<file path="config.mk">
export PLATFORM = sky130hd
export DESIGN_NAME = fp_unit_arbiter
export DESIGN_NICKNAME = d
export VERILOG_FILES = /design/src/rtl/fp_unit_arbiter.sv
export SDC_FILE = /design/constraint.sdc
export NUM_CORES = 1
export LEC_CHECK = 0
export BUFFER_PORTS_ARGS = -buffer_cell sky130_fd_sc_hd__buf_2
export CORE_AREA = 2 2 155 157
export DETAILED_ROUTE_END_ITERATION = 7
export DIE_AREA = 0 0 157 159
export PLACE_DENSITY_LB_ADDON = 0.1
export SYNTH_ARGS = -nofsm -noshare
export SYNTH_HDL_FRONTEND = slang
export SYNTH_SLANG_ARGS = --single-unit
</file>
<file path="constraint.sdc">
create_clock -name clk_i -period 1.6 [get_ports clk_i]
set_input_delay 0.08 -clock clk_i [delete_from_list [all_inputs] [get_ports clk_i]]
set_output_delay 0.08 -clock clk_i [all_outputs]
set_load 0.02 [all_outputs]
</file>
<file path="src/rtl/fp_unit_arbiter.sv">
// Round-robin sharing of one fixed-latency pipelined FP unit between NUM_REQ requesters.
// Optional per-requester saturating grant counters when FP_UNIT_ARBITER_STATS_EN is defined.
module fp_unit_arbiter #(
    parameter int EXP_WIDTH   = 8,
    parameter int FRAC_WIDTH  = 23,
    parameter int NUM_REQ     = 4,
    parameter int FPU_LATENCY = 3,
    localparam int FP_W = 1 + EXP_WIDTH + FRAC_WIDTH,
    localparam int ID_W = (NUM_REQ > 2) ? $clog2(NUM_REQ) : 1
) (
    input  logic                    clk_i,
    input  logic                    rst_i,
    input  logic [NUM_REQ-1:0]      req_valid_i,
    input  logic [NUM_REQ*FP_W-1:0] req_a_i,
    input  logic [NUM_REQ*FP_W-1:0] req_b_i,
    output logic [NUM_REQ-1:0]      req_ready_o,
    output logic [FP_W-1:0]         fpu_a_o,
    output logic [FP_W-1:0]         fpu_b_o,
    output logic                    fpu_valid_o,
    input  logic [FP_W-1:0]         fpu_result_i,
    input  logic                    fpu_valid_i,
    output logic [NUM_REQ-1:0]      rsp_valid_o,
    output logic [FP_W-1:0]         rsp_data_o,
    output logic [ID_W-1:0]         rsp_id_o,
    output logic                    err_o
`ifdef FP_UNIT_ARBITER_STATS_EN
    ,
    output logic [NUM_REQ*16-1:0]   stat_grants_o
`endif
);

    localparam logic [0:0] ST_DRAIN = 1'b0;
    localparam logic [0:0] ST_RUN   = 1'b1;
    localparam int         CNT_W    = $clog2(FPU_LATENCY + 1);

    logic [0:0]       state_q, state_d;
    logic [CNT_W-1:0] drain_cnt_q, drain_cnt_d;
    logic [ID_W-1:0]  ptr_q;

    logic             grant_found;
    logic [ID_W-1:0]  grant_id;
    logic [ID_W-1:0]  cand_id;
    int               cand;
    logic             xfer;
    logic [FP_W-1:0]  sel_a;
    logic [FP_W-1:0]  sel_b;

    logic [FP_W-1:0]  fpu_a_q, fpu_b_q;
    logic             fpu_valid_q;

    // Stage i holds the tag of the op whose result is expected i cycles later than issue.
    logic [FPU_LATENCY:0] tag_vld_q;
    logic [ID_W-1:0]      tag_id_q [FPU_LATENCY+1];
    logic                 tail_vld;
    logic [ID_W-1:0]      tail_id;

    logic [NUM_REQ-1:0]   rsp_valid_q;
    logic [FP_W-1:0]      rsp_data_q;
    logic [ID_W-1:0]      rsp_id_q;
    logic                 err_q;

    // Leftover unit outputs from before reset are swallowed for FPU_LATENCY cycles.
    always_comb begin
        state_d     = state_q;
        drain_cnt_d = drain_cnt_q;
        if (state_q == ST_DRAIN) begin
            drain_cnt_d = drain_cnt_q - CNT_W'(1);
            if (drain_cnt_q == CNT_W'(1)) begin
                state_d = ST_RUN;
            end
        end
    end

    always_comb begin
        grant_found = 1'b0;
        grant_id    = '0;
        cand        = 0;
        cand_id     = '0;
        for (int i = 1; i <= NUM_REQ; i++) begin
            cand    = (int'(ptr_q) + i) % NUM_REQ;
            cand_id = ID_W'(cand);
            if (!grant_found && req_valid_i[cand_id]) begin
                grant_found = 1'b1;
                grant_id    = cand_id;
            end
        end
    end

    assign xfer  = (state_q == ST_RUN) && grant_found;
    assign sel_a = req_a_i[grant_id*FP_W +: FP_W];
    assign sel_b = req_b_i[grant_id*FP_W +: FP_W];

    always_comb begin
        req_ready_o = '0;
        if (xfer) begin
            req_ready_o[grant_id] = 1'b1;
        end
    end

    assign tail_vld = tag_vld_q[FPU_LATENCY];
    assign tail_id  = tag_id_q[FPU_LATENCY];

    always_ff @(posedge clk_i) begin
        if (!rst_i) begin
            state_q     <= ST_DRAIN;
            drain_cnt_q <= CNT_W'(FPU_LATENCY);
            ptr_q       <= ID_W'(NUM_REQ - 1);
            fpu_valid_q <= 1'b0;
            fpu_a_q     <= '0;
            fpu_b_q     <= '0;
        end else begin
            state_q     <= state_d;
            drain_cnt_q <= drain_cnt_d;
            fpu_valid_q <= xfer;
            if (xfer) begin
                ptr_q   <= grant_id;
                fpu_a_q <= sel_a;
                fpu_b_q <= sel_b;
            end
        end
    end

    always_ff @(posedge clk_i) begin
        if (!rst_i) begin
            tag_vld_q <= '0;
            for (int i = 0; i <= FPU_LATENCY; i++) begin
                tag_id_q[i] <= '0;
            end
        end else begin
            tag_vld_q[0] <= xfer;
            tag_id_q[0]  <= grant_id;
            for (int i = 1; i <= FPU_LATENCY; i++) begin
                tag_vld_q[i] <= tag_vld_q[i-1];
                tag_id_q[i]  <= tag_id_q[i-1];
            end
        end
    end

    // A result without a tag, or a tag without a result, means the unit's latency is not what we assume.
    always_ff @(posedge clk_i) begin
        if (!rst_i) begin
            rsp_valid_q <= '0;
            rsp_data_q  <= '0;
            rsp_id_q    <= '0;
            err_q       <= 1'b0;
        end else begin
            rsp_valid_q <= '0;
            if (tail_vld && fpu_valid_i) begin
                rsp_valid_q[tail_id] <= 1'b1;
                rsp_data_q           <= fpu_result_i;
                rsp_id_q             <= tail_id;
            end
            if ((tail_vld && !fpu_valid_i) ||
                (!tail_vld && fpu_valid_i && state_q == ST_RUN)) begin
                err_q <= 1'b1;
            end
        end
    end

    assign fpu_a_o     = fpu_a_q;
    assign fpu_b_o     = fpu_b_q;
    assign fpu_valid_o = fpu_valid_q;
    assign rsp_valid_o = rsp_valid_q;
    assign rsp_data_o  = rsp_data_q;
    assign rsp_id_o    = rsp_id_q;
    assign err_o       = err_q;

`ifdef FP_UNIT_ARBITER_STATS_EN
    generate
        for (genvar gi = 0; gi < NUM_REQ; gi++) begin : g_stat
            logic [15:0] grant_cnt_q;
            always_ff @(posedge clk_i) begin
                if (!rst_i) begin
                    grant_cnt_q <= '0;
                end else if (xfer && grant_id == ID_W'(gi) && grant_cnt_q != 16'hFFFF) begin
                    grant_cnt_q <= grant_cnt_q + 16'd1;
                end
            end
            assign stat_grants_o[gi*16 +: 16] = grant_cnt_q;
        end
    endgenerate
`endif

endmodule
</file>
## After elaboration in Yosys (flattened, before gate mapping)

Memory sizes are Yosys's and may differ from the RTL's.
Index checks and enable logic that the tools add are counted.
W data, S select, Z words.

- Output and inout port bits: 108
- RAM bits: 8
- Flip-flop bits (word level): 113
- Input bits: 295
- Memories: 1
- Logic and storage cells: 78

- Muxes and demuxes: 29
- Bitwise gates (word level): 4
- Eq/ne operators: 1
- Add/sub/neg operators: 5
- Order comparisons: 8
- Reductions and logical operators: 17
- Shifts and indexed selects: 2

Memory list:

| name | words | width | read ports | clocked after Yosys merged registers in | write ports | line | RTL |
|---|---|---|---|---|---|---|---|
| tag_id_q | 4 | 2 | 4 | 0 | 4 | 53 | `logic [ID_W-1:0] tag_id_q [FPU_LATENCY+1];` |

Operators by type and width:

| cell | count |
|---|---|
| $shiftx A128 B8 Y32 | 2 |
| $lt A2 B3 Y1 const B | 6 |
| $mux W2 | 8 |
| $mux W1 | 14 |
| $logic_and A1 B1 Y1 | 10 |
| $bmux W1 S2 | 4 |
| $logic_not A1 Y1 | 5 |
| $add A2 B1 Y2 const B | 2 |
| $add A2 B2 Y2 const B | 2 |
| $demux W1 S2 | 2 |
| $ge A2 B1 Y1 const B | 2 |
| $mux W4 | 1 |
| $or A1 B1 Y1 | 4 |
| $eq A2 B1 Y1 const B | 1 |
| $reduce_and A2 Y1 | 1 |
| $sub A2 B1 Y2 const B | 1 |
| $logic_or A1 B1 Y1 | 1 |

## Logic depth before layout (Yosys ltp)

Gate-level depths: netlist (run 1).

- Word-level depth: 18
- Depth in mapped cells: 8
- Gate-level depth less buffers: 5

## Worst setup path after synthesis (run 1)

Ideal clock, no wire load.

- Path type: register -> output
- Start point: register ptr_q[0]
- End point: output port req_ready_o[0]
- Stages on the path, launching flop included: 7
- Arrival time: 1715 ps
- Slack: -195 ps
- Path buffers: 2
- Required time: 1520 ps
- Cell sequence: dfxtp_1 nand2b_1 a21o_1 buf_2 buf_1 nand3_1 nor3_1

- Longest elaborated chain between the ends: 18

RTL lines:

| element | line | RTL |
|---|---|---|
| from (decl) | 38 | `logic [ID_W-1:0] ptr_q;` |
| from (signal assigned) | 107 | `ptr_q <= ID_W'(NUM_REQ - 1);` |
| from (signal assigned) | 116 | `ptr_q <= grant_id;` |
| $add A2 B1 Y2 | 80 | `cand = (int'(ptr_q) + i) % NUM_REQ;` |
| $bmux W1 S2 | 82 | `if (!grant_found && req_valid_i[cand_id]) begin` |
| $mux W1 (implied by the code) | 82 |  |
| $mux W1 | 82 |  |
| $logic_not A1 Y1 | 82 |  |
| $logic_and A1 B1 Y1 | 82 |  |
| $mux W1 | 82 |  |
| $logic_not A1 Y1 | 82 |  |
| [... 2 more ...] | - |  |
| $logic_not A1 Y1 | 82 |  |
| $logic_and A1 B1 Y1 | 82 |  |
| $mux W2 | 82 |  |
| $lt A2 B3 Y1 (implied by the code) or $ge A2 B1 Y1 (tied branches) | 96 | `req_ready_o[grant_id] = 1'b1;` |
| $logic_and A1 B1 Y1 (implied by the code) | 96 |  |
| $mux W1 (implied by the code) | 96 |  |
| $demux W1 S2 | 96 |  |
| $mux W4 * | 95 | `if (xfer) begin` |
| to (decl) | 16 | `output logic [NUM_REQ-1:0] req_ready_o,` |

Mark *: on every way between the ends. The rest lies on a longest branch, timed or not. The select of a mux whose other input is x is not followed.

## Final worst setup path (run 1)

- Start point: register ptr_q[0]
- End point: output port req_ready_o[3]

Same word-level chain as after synthesis.

==> results_dict.tcl, run 1 <==
set metrics [dict create \
    stdcell_count 1705 \
    synthMostInstantiatedCell "nand2_1" \
    gr-max-usage-layer "met2" \
    p_leak_nw 5.72 \
    grt_pass1_vias 8220 \
    fin_ws_ns -0.190 \
    run_status "complete, but fails checks" \
    synth_seq_area_share_pct 37.1 \
    syn_avg_cell_area_um2 7.98 \
    postSynthCellCount 812 \
    yosysTopAreaCell "dfxtp_1" \
    failed_checks "negative setup slack" \
    viasPerCell 4.82 \
    wire_per_inst_um 18.1 \
    antenna_found_initial 9 \
    utilization_pct 51.9 \
    layout.nets 1661 \
    clock_sinks 120 \
    dp_slack_ns -0.122 \
    max-clock-path-buffers 2 \
    ctsHtreeMaxLevel 4 \
    ys_async_sr_fraction_pct 0 \
    yosys-top-cells-count "nand2_1, dfxtp_1, inv_1" \
    synth-seq-cells 120 \
    dr.pass1.iters 4 \
    p_total_mw 12.8 \
    synth_cell_types 32 \
    fin_setup_tns_ns -7.87 \
    fin_crit_sh_pct 112 \
    use_met1_pct 28.1 \
    grt_pass1_wl_um 46000 \
    start_util_pct 27.9 \
    io_pins 403 \
    dp.cells 1493 \
    fin_crit_ns 1.79 \
    synthesis.nets 1108 \
    fmax_mhz 559 \
    die-area_um2 25000 \
    ant_nets 0 \
    synth_top_area_share_pct 37.1 \
    grt_util_met2_pct 40.0 \
    clock_latency_ns 0.42 \
    grt_overflow_total 0 \
    final-setup-viol-count 68 \
    die_h_um 159 \
    remaining_drc_errors 0 \
    hold_viol_final 0 \
    design_area_um2 12000 \
    met3_usage_pct 6.64 \
    syn_to_final_growth_pct 85.9 \
    grt.total_usage_pct 23.9 \
    hold-worst-slack_ns 0.0146 \
    row_count 56 \
    gp_congestion 0.807 \
    cts_made_buffers 17 \
    relSlewSlack_pct 69.7 \
    tightest_slew_ns 0.455 \
    rsz0062_at_grt "true" \
    peakVddDrop_mv 0.465 \
    finClkSkew_ns 0.0103 \
    yosysWarnings 0 \
    vias 8224 \
    arrival_ns 1.71 \
    drt-initial-drc-count 426 \
    power.density_nw_per_um2 1060 \
    ys.flop_type "dfxtp_1" \
    path_max_fanout 3 \
    coreArea_um2 23200 \
    synth.cell_area_um2 6480 \
    end_kind "output pin" \
    setup.worst_path.class "reg -> out" \
    min_path_cells 3 \
    drive_gt1_share_pct 40.6 \
    cts_tree "done" \
    rr_worst_depth 8 \
    placed_area_um2 9160 \
    portBuffers 402 \
    min_path_type "in -> reg" \
    grt_max_degree 52 \
    cts-root-buf "clkbuf_16" \
    cts.clk_slew.worst_paths_ns 0.06 \
    critPathRequiredTime_ns 1.52 \
    cp-start-kind "flop" \
    dp_hpwl_um 19900 \
    die-width_um 157 \
    synth-edff-count 0 \
    finalMaxSlewViolations 0 \
    routed_wl_um 30800 \
    synthTopCellsByArea "dfxtp_1, mux2i_1, and4_1, nand2_1, o211ai_1" \
    drv_cap 0 \
]
worst paths after layout:
path | start | to | slack, ns
max reg2reg | ptr_q[0]$_SDFFE_PN1P_ | fpu_b_o[5]$_SDFFE_PN0P_ | -0.18
min reg2reg | tag_id_q[0][5]$_SDFF_PN0_ | tag_id_q[0][7]$_SDFF_PN0_ | 0.43
min | req_b_i[89] | fpu_b_o[25]$_SDFFE_PN0P_ | 0.01
max | ptr_q[0]$_SDFFE_PN1P_ | req_ready_o[3] | -0.19
logic make-up after synthesis:
kind of cell | share of synthesized area, %
multiplexers | 10.0
AND/OR/NAND/NOR | 19.8
adder cells (fa/ha/maj) | 0.193
buffers and inverters | 9.83
AO/OA/AOI/OAI | 22.9
flip-flops | 37.1
XOR/XNOR | 0.135
cell type report:
class	count	area (um^2)
Antenna cell	8	20.0
Clock buffer	17	425
Clock inverter	15	166
Fill cell	2246	11100
Inverter	67	251
Multi-Input combinational cell	543	3750
Sequential cell	120	2400
Tap cell	319	399
Timing Repair Buffer	616	4630
critical path: stages (launching register included):
cell	delay, ns
dfxtp_2	0.32
nand2b_4	0.14
a21o_4	0.24
buf_12	0.13
and3_4	0.18
nor3_2	0.12
buf_4	0.17
layer usage:
| metal | up-vias | part of all wire, % |
|---|---|---|
| li1 | 4031 | - |
| met1 | 3763 | 41 |
| met2 | 359 | 49 |
| met3 | 69 | 7.0 |
| met4 | 2 | 3.5 |
| met5 | - | 0.042 |
what timing repair did:
action,4_1_cts,5_1_grt
hold buffers,139,0
setup endpoints to repair,68,68
buffers inserted,17,4
endpoints found under the hold margin,90,0
gates resized for setup,80,33
gates cloned,10,3
pin swaps,18,25
where the power goes:
| group | internal, mW | leakage [nW] | switching, mW |
|---|---|---|---|
| registers | 3.38 | 0.971 | 0.214 |
| clock network | 2.33 | 0.287 | 1.58 |
| logic | 2.67 | 4.46 | 2.60 |
| total | 8.38 | 5.72 | 4.39 |
sequential cells by signal (all words and copies together) (netlist names):
name	flops
tag_vld_q	4
ptr_q	2
state_q	1
tag_id_q	8
rsp_data_o	32
fpu_a_o	32
rsp_valid_o	4
err_o	1
fpu_b_o	32
rsp_id_o	2
drain_cnt_q	2
layout by cell type (no fill, tap or decap), types with 2 or more instances in the layout:
master and n:
nand2b_4 2, buf_2 398, buf_4 29, a21oi_1 37, clkbuf_16 20, mux2i_2 13
bufbuf_16 4, nand2_1 138, dlygate4sd3_1 139, o21ai_0 17, buf_6 9, mux2i_1 45
inv_1 67, clkinv_2 2, buf_16 8, o21ai_1 41, a31oi_1 61, nor3b_1 2
a31oi_2 3, o211ai_1 66, dfxtp_1 118, nor2_1 5, mux2i_4 7, buf_12 23
diode_2 8, and3_4 2, and2_1 10, o21ai_2 7, and4_1 65, nand2b_1 2
clkinvlp_4 2, clkinv_4 3, dfxtp_2 2, bufinv_16 2, nor3_4 3, buf_8 3
inv_6 5
(Power assumes the default switching activity.)
==> inputs of run 2 (changes only) <==
RECOVER_POWER = 100   (was default)
==> run 2 against run 1 <==
Net effect: the flow still finishes with violations (negative setup slack); worst setup slack better by 0.0033 ns; clock power barely moved; critical path depth is the same; fmax grew 0.18%; combinational power shrank 2%; sequential power is essentially flat; cell area fell by 1.3%; clock skew increased by 0.0011 ns; die area stayed put; core utilization fell by 0.65 points; final cell count is essentially flat; flip-flop and latch count is the same.
==> results_dict.tcl, run 2 (synthesis gave the netlist of run 1 again) <==
set metrics [dict create \
    crit_path_cell_trace "nand2b_4 > a21o_4 > buf_12 > and3_4 > nor3_2 > buf_4" \
    end_kind "output pin" \
    ant_nets 0 \
    stdcell_count 1704 \
    peakVddDrop_mv 0.462 \
    cts_tree "done" \
    dp_hpwl_um 19900 \
    drv_cap 0 \
    fillers 2305 \
    p_sw_share_pct 34.6 \
    cp-start-kind "flop" \
    drt-initial-drc-count 366 \
    clock_sinks 120 \
    dp.cells 1493 \
    placed_area_um2 9160 \
    fin_crit_sh_pct 112 \
    die-area_um2 25000 \
    failed_checks "negative setup slack" \
    hold_viol_final 0 \
    fmax_mhz 560 \
    design_area_um2 11900 \
    fin_crit_ns 1.79 \
    arrival_ns 1.71 \
    grt_overflow_total 0 \
    fin_setup_tns_ns -7.83 \
    p_leak_nw 5.26 \
    relSlewSlack_pct 69.9 \
    cts_made_buffers 17 \
    slowest_stage "dfxtp_2" \
    setup.worst_path.class "reg -> out" \
    fin_ws_ns -0.187 \
    cts-root-buf "clkbuf_16" \
    wire_per_inst_um 18.1 \
    finClkSkew_ns 0.0114 \
    final_cell_mix "buf_2, dlygate4sd3_1, nand2_1" \
    clkPwrFrac_pct 30.8 \
    tightest_slew_ns 0.452 \
    cp_num_buf_inv 2 \
    io_pins 403 \
    hold-worst-slack_ns 0.0164 \
    finalMaxSlewViolations 0 \
    run_status "complete, but fails checks" \
    max_stage_delay_ns 0.32 \
    grt_pass1_vias 8220 \
    power.density_nw_per_um2 1070 \
    rsz0062_at_grt "true" \
    coreArea_um2 23200 \
    layout_commonest_cell "buf_2" \
    switchingPower_mw 4.39 \
    dr.pass1.iters 4 \
    crit_family "simple AND/OR/NAND/NOR gates" \
    layout.nets 1661 \
    max-clock-path-buffers 2 \
    vias 8255 \
    p_int_mw 8.29 \
    final-setup-viol-count 68 \
    grt.total_usage_pct 23.9 \
    viasPerCell 4.84 \
    start_util_pct 27.9 \
    seqPwrFrac_pct 28.4 \
    antenna_found_initial 9 \
    die_h_um 159 \
    clock_latency_ns 0.42 \
    path_max_fanout 3 \
    die-width_um 157 \
    ctsHtreeMaxLevel 4 \
    routed_wl_um 30800 \
    critPathRequiredTime_ns 1.52 \
    grt_pass1_wl_um 46000 \
    remaining_drc_errors 0 \
    gp_congestion 0.807 \
    syn_to_final_growth_pct 83.6 \
    min_path_type "in -> reg" \
    drive_gt1_share_pct 32.9 \
    row_count 56 \
    cts.clk_slew.worst_paths_ns 0.06 \
    grt_max_degree 52 \
    portBuffers 402 \
    timing.reg2reg.setup_slack_ns -0.18 \
    p_total_mw 12.7 \
    pwr-share-comb_pct 40.8 \
]
==> run 2: path summary, 6_finish.rpt <==
check | from | to | cells after the start
max reg2reg | ptr_q[0]$_SDFFE_PN1P_ | fpu_b_o[5]$_SDFFE_PN0P_ | 8
max | ptr_q[0]$_SDFFE_PN1P_ | req_ready_o[3] | 6
min | req_b_i[89] | fpu_b_o[25]$_SDFFE_PN0P_ | 3
min reg2reg | tag_id_q[0][0]$_SDFF_PN0_ | tag_id_q[0][2]$_SDFF_PN0_ | 1
==> run 2: per-layer routing <==
metal / part of all wire, % / up-vias / GRT usage, %
met3: 7.0 / 74 / 6.64
li1: - / 4030 / -
met2: 49 / 376 / 40.0
met1: 40 / 3773 / 28.1
met5: 0.042 / - / 0
met4: 3.8 / 2 / 11.5
==> run 2: stage by stage <==
step           utilization [%]  setup WS, ns
4_1_cts                   50.8        -0.221
3_5_place_dp              39.5        -0.122
3_3_place_gp              39.5       -0.0801
2_1_floorplan                -       -0.0182
5_1_grt                   51.3        -0.252
6_report                  51.3        -0.187
==> run 2: final cells by class <==
type	instances	area, um^2	area share, %
timing repair buffer	616	4490	37.7
inverter	67	251	2.11
clock inverter	15	166	1.40
tap	319	399	3.36
sequential	120	2400	20.2
antenna	7	17.5	0.147
multi-input combinational	543	3740	31.5
clock buffer	17	425	3.58
==> run 2: what timing repair did <==
| action | CTS | global route |
|---|---|---|
| setup buffers | 17 | 4 |
| setup endpoints to repair | 68 | 68 |
| pin swaps | 18 | 25 |
| endpoints found under the hold margin | 90 | 0 |
| hold buffers | 139 | 0 |
| gates resized for setup | 80 | 33 |
| cloned | 10 | 3 |
==> run 2: power by group through the flow <==
stage          Combinational, mW  Clock, mW  Sequential, mW
2_1_floorplan               1.91          0            4.02
3_3_place_gp                3.86          0            3.65
3_5_place_dp                3.88          0            3.65
4_1_cts                     5.00       4.00            3.60
5_1_grt                     5.54       4.15            3.65
6_report                    5.17       3.90            3.61
==> run 2: worst register-to-register path: stages, from the launching register on <==
cell	delay (ns)
dfxtp_2	0.33
nand2b_4	0.13
a21bo_4	0.15
buf_6	0.12
and3_4	0.25
buf_12	0.16
buf_16	0.17
mux2i_2	0.23
o211ai_1	0.11
==> inputs of run 3 (changes only) <==
GPL_TIMING_DRIVEN = 0   (was default)
PLACE_DENSITY = 0.56   (was default)
PLACE_DENSITY_LB_ADDON = default   (was 0.1)
==> run 3 against run 2 <==
Net effect: the flow still finishes with violations (negative setup slack); flip-flop and latch count stayed put; highest routed layer unchanged; largest power group unchanged; final cell count increased by 3.2%; fmax fell by 6.6%; clock power down 5.4%; die area unchanged; cell area increased by 2.9%; via count increased by 4.8%; power increased by 0.37%; largest cell class unchanged; register-to-register slack got worse by 0.11 ns.
==> results_dict.tcl, run 3 (synthesis gave the netlist of run 1 again) <==
set metrics [dict create \
    r2r_end "fpu_b_o[1]$_SDFFE_PN0P_" \
    layout.nets 1712 \
    grt_overflow_total 0 \
    end_kind "output pin" \
    timing.reg2reg.setup_slack_ns -0.29 \
    gp_congestion 0.861 \
    finalMaxSlewViolations 0 \
    hold_viol_final 0 \
    fmax_mhz 523 \
    crit_start "ptr_q[0]$_SDFFE_PN1P_" \
    antenna_found_initial 11 \
    p_total_mw 12.7 \
    reg2reg_from "ptr_q[0]$_SDFFE_PN1P_" \
    viasPerCell 4.92 \
    drt-initial-drc-count 393 \
    tightest_slew_ns 0.686 \
    vias 8648 \
    syn_to_final_growth_pct 88.9 \
    placed_area_um2 8930 \
    hold-worst-slack_ns 0.0164 \
    p_leak_nw 5.29 \
    dp.cells 1533 \
    drv_cap 0 \
    critPathRequiredTime_ns 1.52 \
    coreArea_um2 23200 \
    grt.total_usage_pct 25.8 \
    dr.pass1.iters 5 \
    ctsHtreeMaxLevel 4 \
    layout_commonest_cell "buf_2" \
    setup.worst_path.class "reg -> out" \
    dp_slack_ns -0.730 \
    run_status "complete, but fails checks" \
    grt_pass1_wl_um 48500 \
    row_count 56 \
    stdcell_count 1758 \
    wire_per_inst_um 19.4 \
    start_util_pct 27.9 \
    rsz0062_at_grt "true" \
    cts_made_buffers 17 \
    ant_nets 0 \
    remaining_drc_errors 0 \
    final_cell_mix "buf_2, dlygate4sd3_1, nand2_1" \
    max-clock-path-buffers 2 \
    portBuffers 402 \
    clock_sinks 120 \
    die-width_um 157 \
    design_area_um2 12200 \
    dp_hpwl_um 23800 \
    min_path_type "in -> reg" \
    cts_tree "done" \
    power.density_nw_per_um2 1040 \
    fin_crit_ns 1.91 \
    setup.worst_path.end "req_ready_o[1]" \
    io_pins 403 \
    finClkSkew_ns 0.0163 \
    die-area_um2 25000 \
    die_h_um 159 \
    cts-root-buf "clkbuf_16" \
    path_max_fanout 4 \
    grt_pass1_vias 8726 \
    clock_latency_ns 0.42 \
    final-setup-viol-count 68 \
    grt_max_degree 17 \
    peakVddDrop_mv 0.671 \
    fin_ws_ns -0.313 \
    cp-start-kind "flop" \
    failed_checks "negative setup slack" \
    drive_gt1_share_pct 34.6 \
    rr_worst_depth 10 \
    cts.clk_slew.worst_paths_ns 0.05 \
    arrival_ns 1.83 \
    routed_wl_um 34100 \
    fin_crit_sh_pct 120 \
    relSlewSlack_pct 54.3 \
]
-- run 3: through the flow --
stage,TNS [ns],utilization [%]
2_1_floorplan,-0.0364,-
3_3_place_gp,-41.05,38.5
3_5_place_dp,-41.83,38.5
4_1_cts,-14.99,51.1
5_1_grt,-19.48,52.8
6_report,-14.58,52.8
-- run 3: routing by layer --
| layer | part of all wire, % | vias up | wire length, um | track usage (%) |
|---|---|---|---|---|
| met5 | 0.085 | - | 29 | 0 |
| met4 | 4.9 | 4 | 1660 | 14.1 |
| met3 | 7.7 | 99 | 2640 | 8.11 |
| met2 | 51 | 395 | 17400 | 46.0 |
| met1 | 36 | 4004 | 12400 | 26.6 |
| li1 | - | 4146 | - | - |
-- run 3: final cells by class --
class	instances	area, um^2
diodes	10	25.0
flip-flops and latches	120	2410
inverters	67	251
clock inverters	14	125
plain buffers	78	672
multi-input cells	543	4010
clock buffers	18	429
well taps	319	399
repair buffers	589	3930
fillers	2197	10900
-- run 3: timing repair --
action / 4_1_cts / 5_1_grt
pin swaps: 21 / 46
hold buffers: 150 / 1
hold endpoints to repair: 102 / 1
setup buffers: 19 / 7
endpoints found under the setup margin: 75 / 85
gates cloned: 10 / 1
resized for setup: 172 / 129
-- run 3: power breakdown --
part	internal (mW)	switching [mW]	total [mW]	leakage (nW)
Sequential	3.39	0.210	3.60	0.972
Combinational	2.61	2.83	5.44	4.05
Clock	2.14	1.54	3.69	0.267
-- run 3: critical path, stage by stage (launching register included) --
cell and delay (ns):
dfxtp_4 0.35, nand2b_4 0.14, a21o_4 0.21, buf_6 0.12, clkbuf_16 0.13, and3_4 0.19, nor3_4 0.12, buf_6 0.15
-- run 3: worst min path at each step --
| stage | startpoint | endpoint | depth (start not counted) |
|---|---|---|---|
| 2_1_floorplan | rst_i | tag_vld_q[1]$_SDFF_PN0_ | 1 |
| 3_3_place_gp | fpu_result_i[21] | rsp_data_o[21]$_SDFFE_PN0P_ | 3 |
| 3_5_place_dp | fpu_result_i[0] | rsp_data_o[0]$_SDFFE_PN0P_ | 3 |
| 4_1_cts | req_a_i[75] | fpu_a_o[11]$_SDFFE_PN0P_ | 3 |
| 5_1_grt | req_a_i[75] | fpu_a_o[11]$_SDFFE_PN0P_ | 3 |
| 6_report | req_b_i[94] | fpu_b_o[30]$_SDFFE_PN0P_ | 3 |
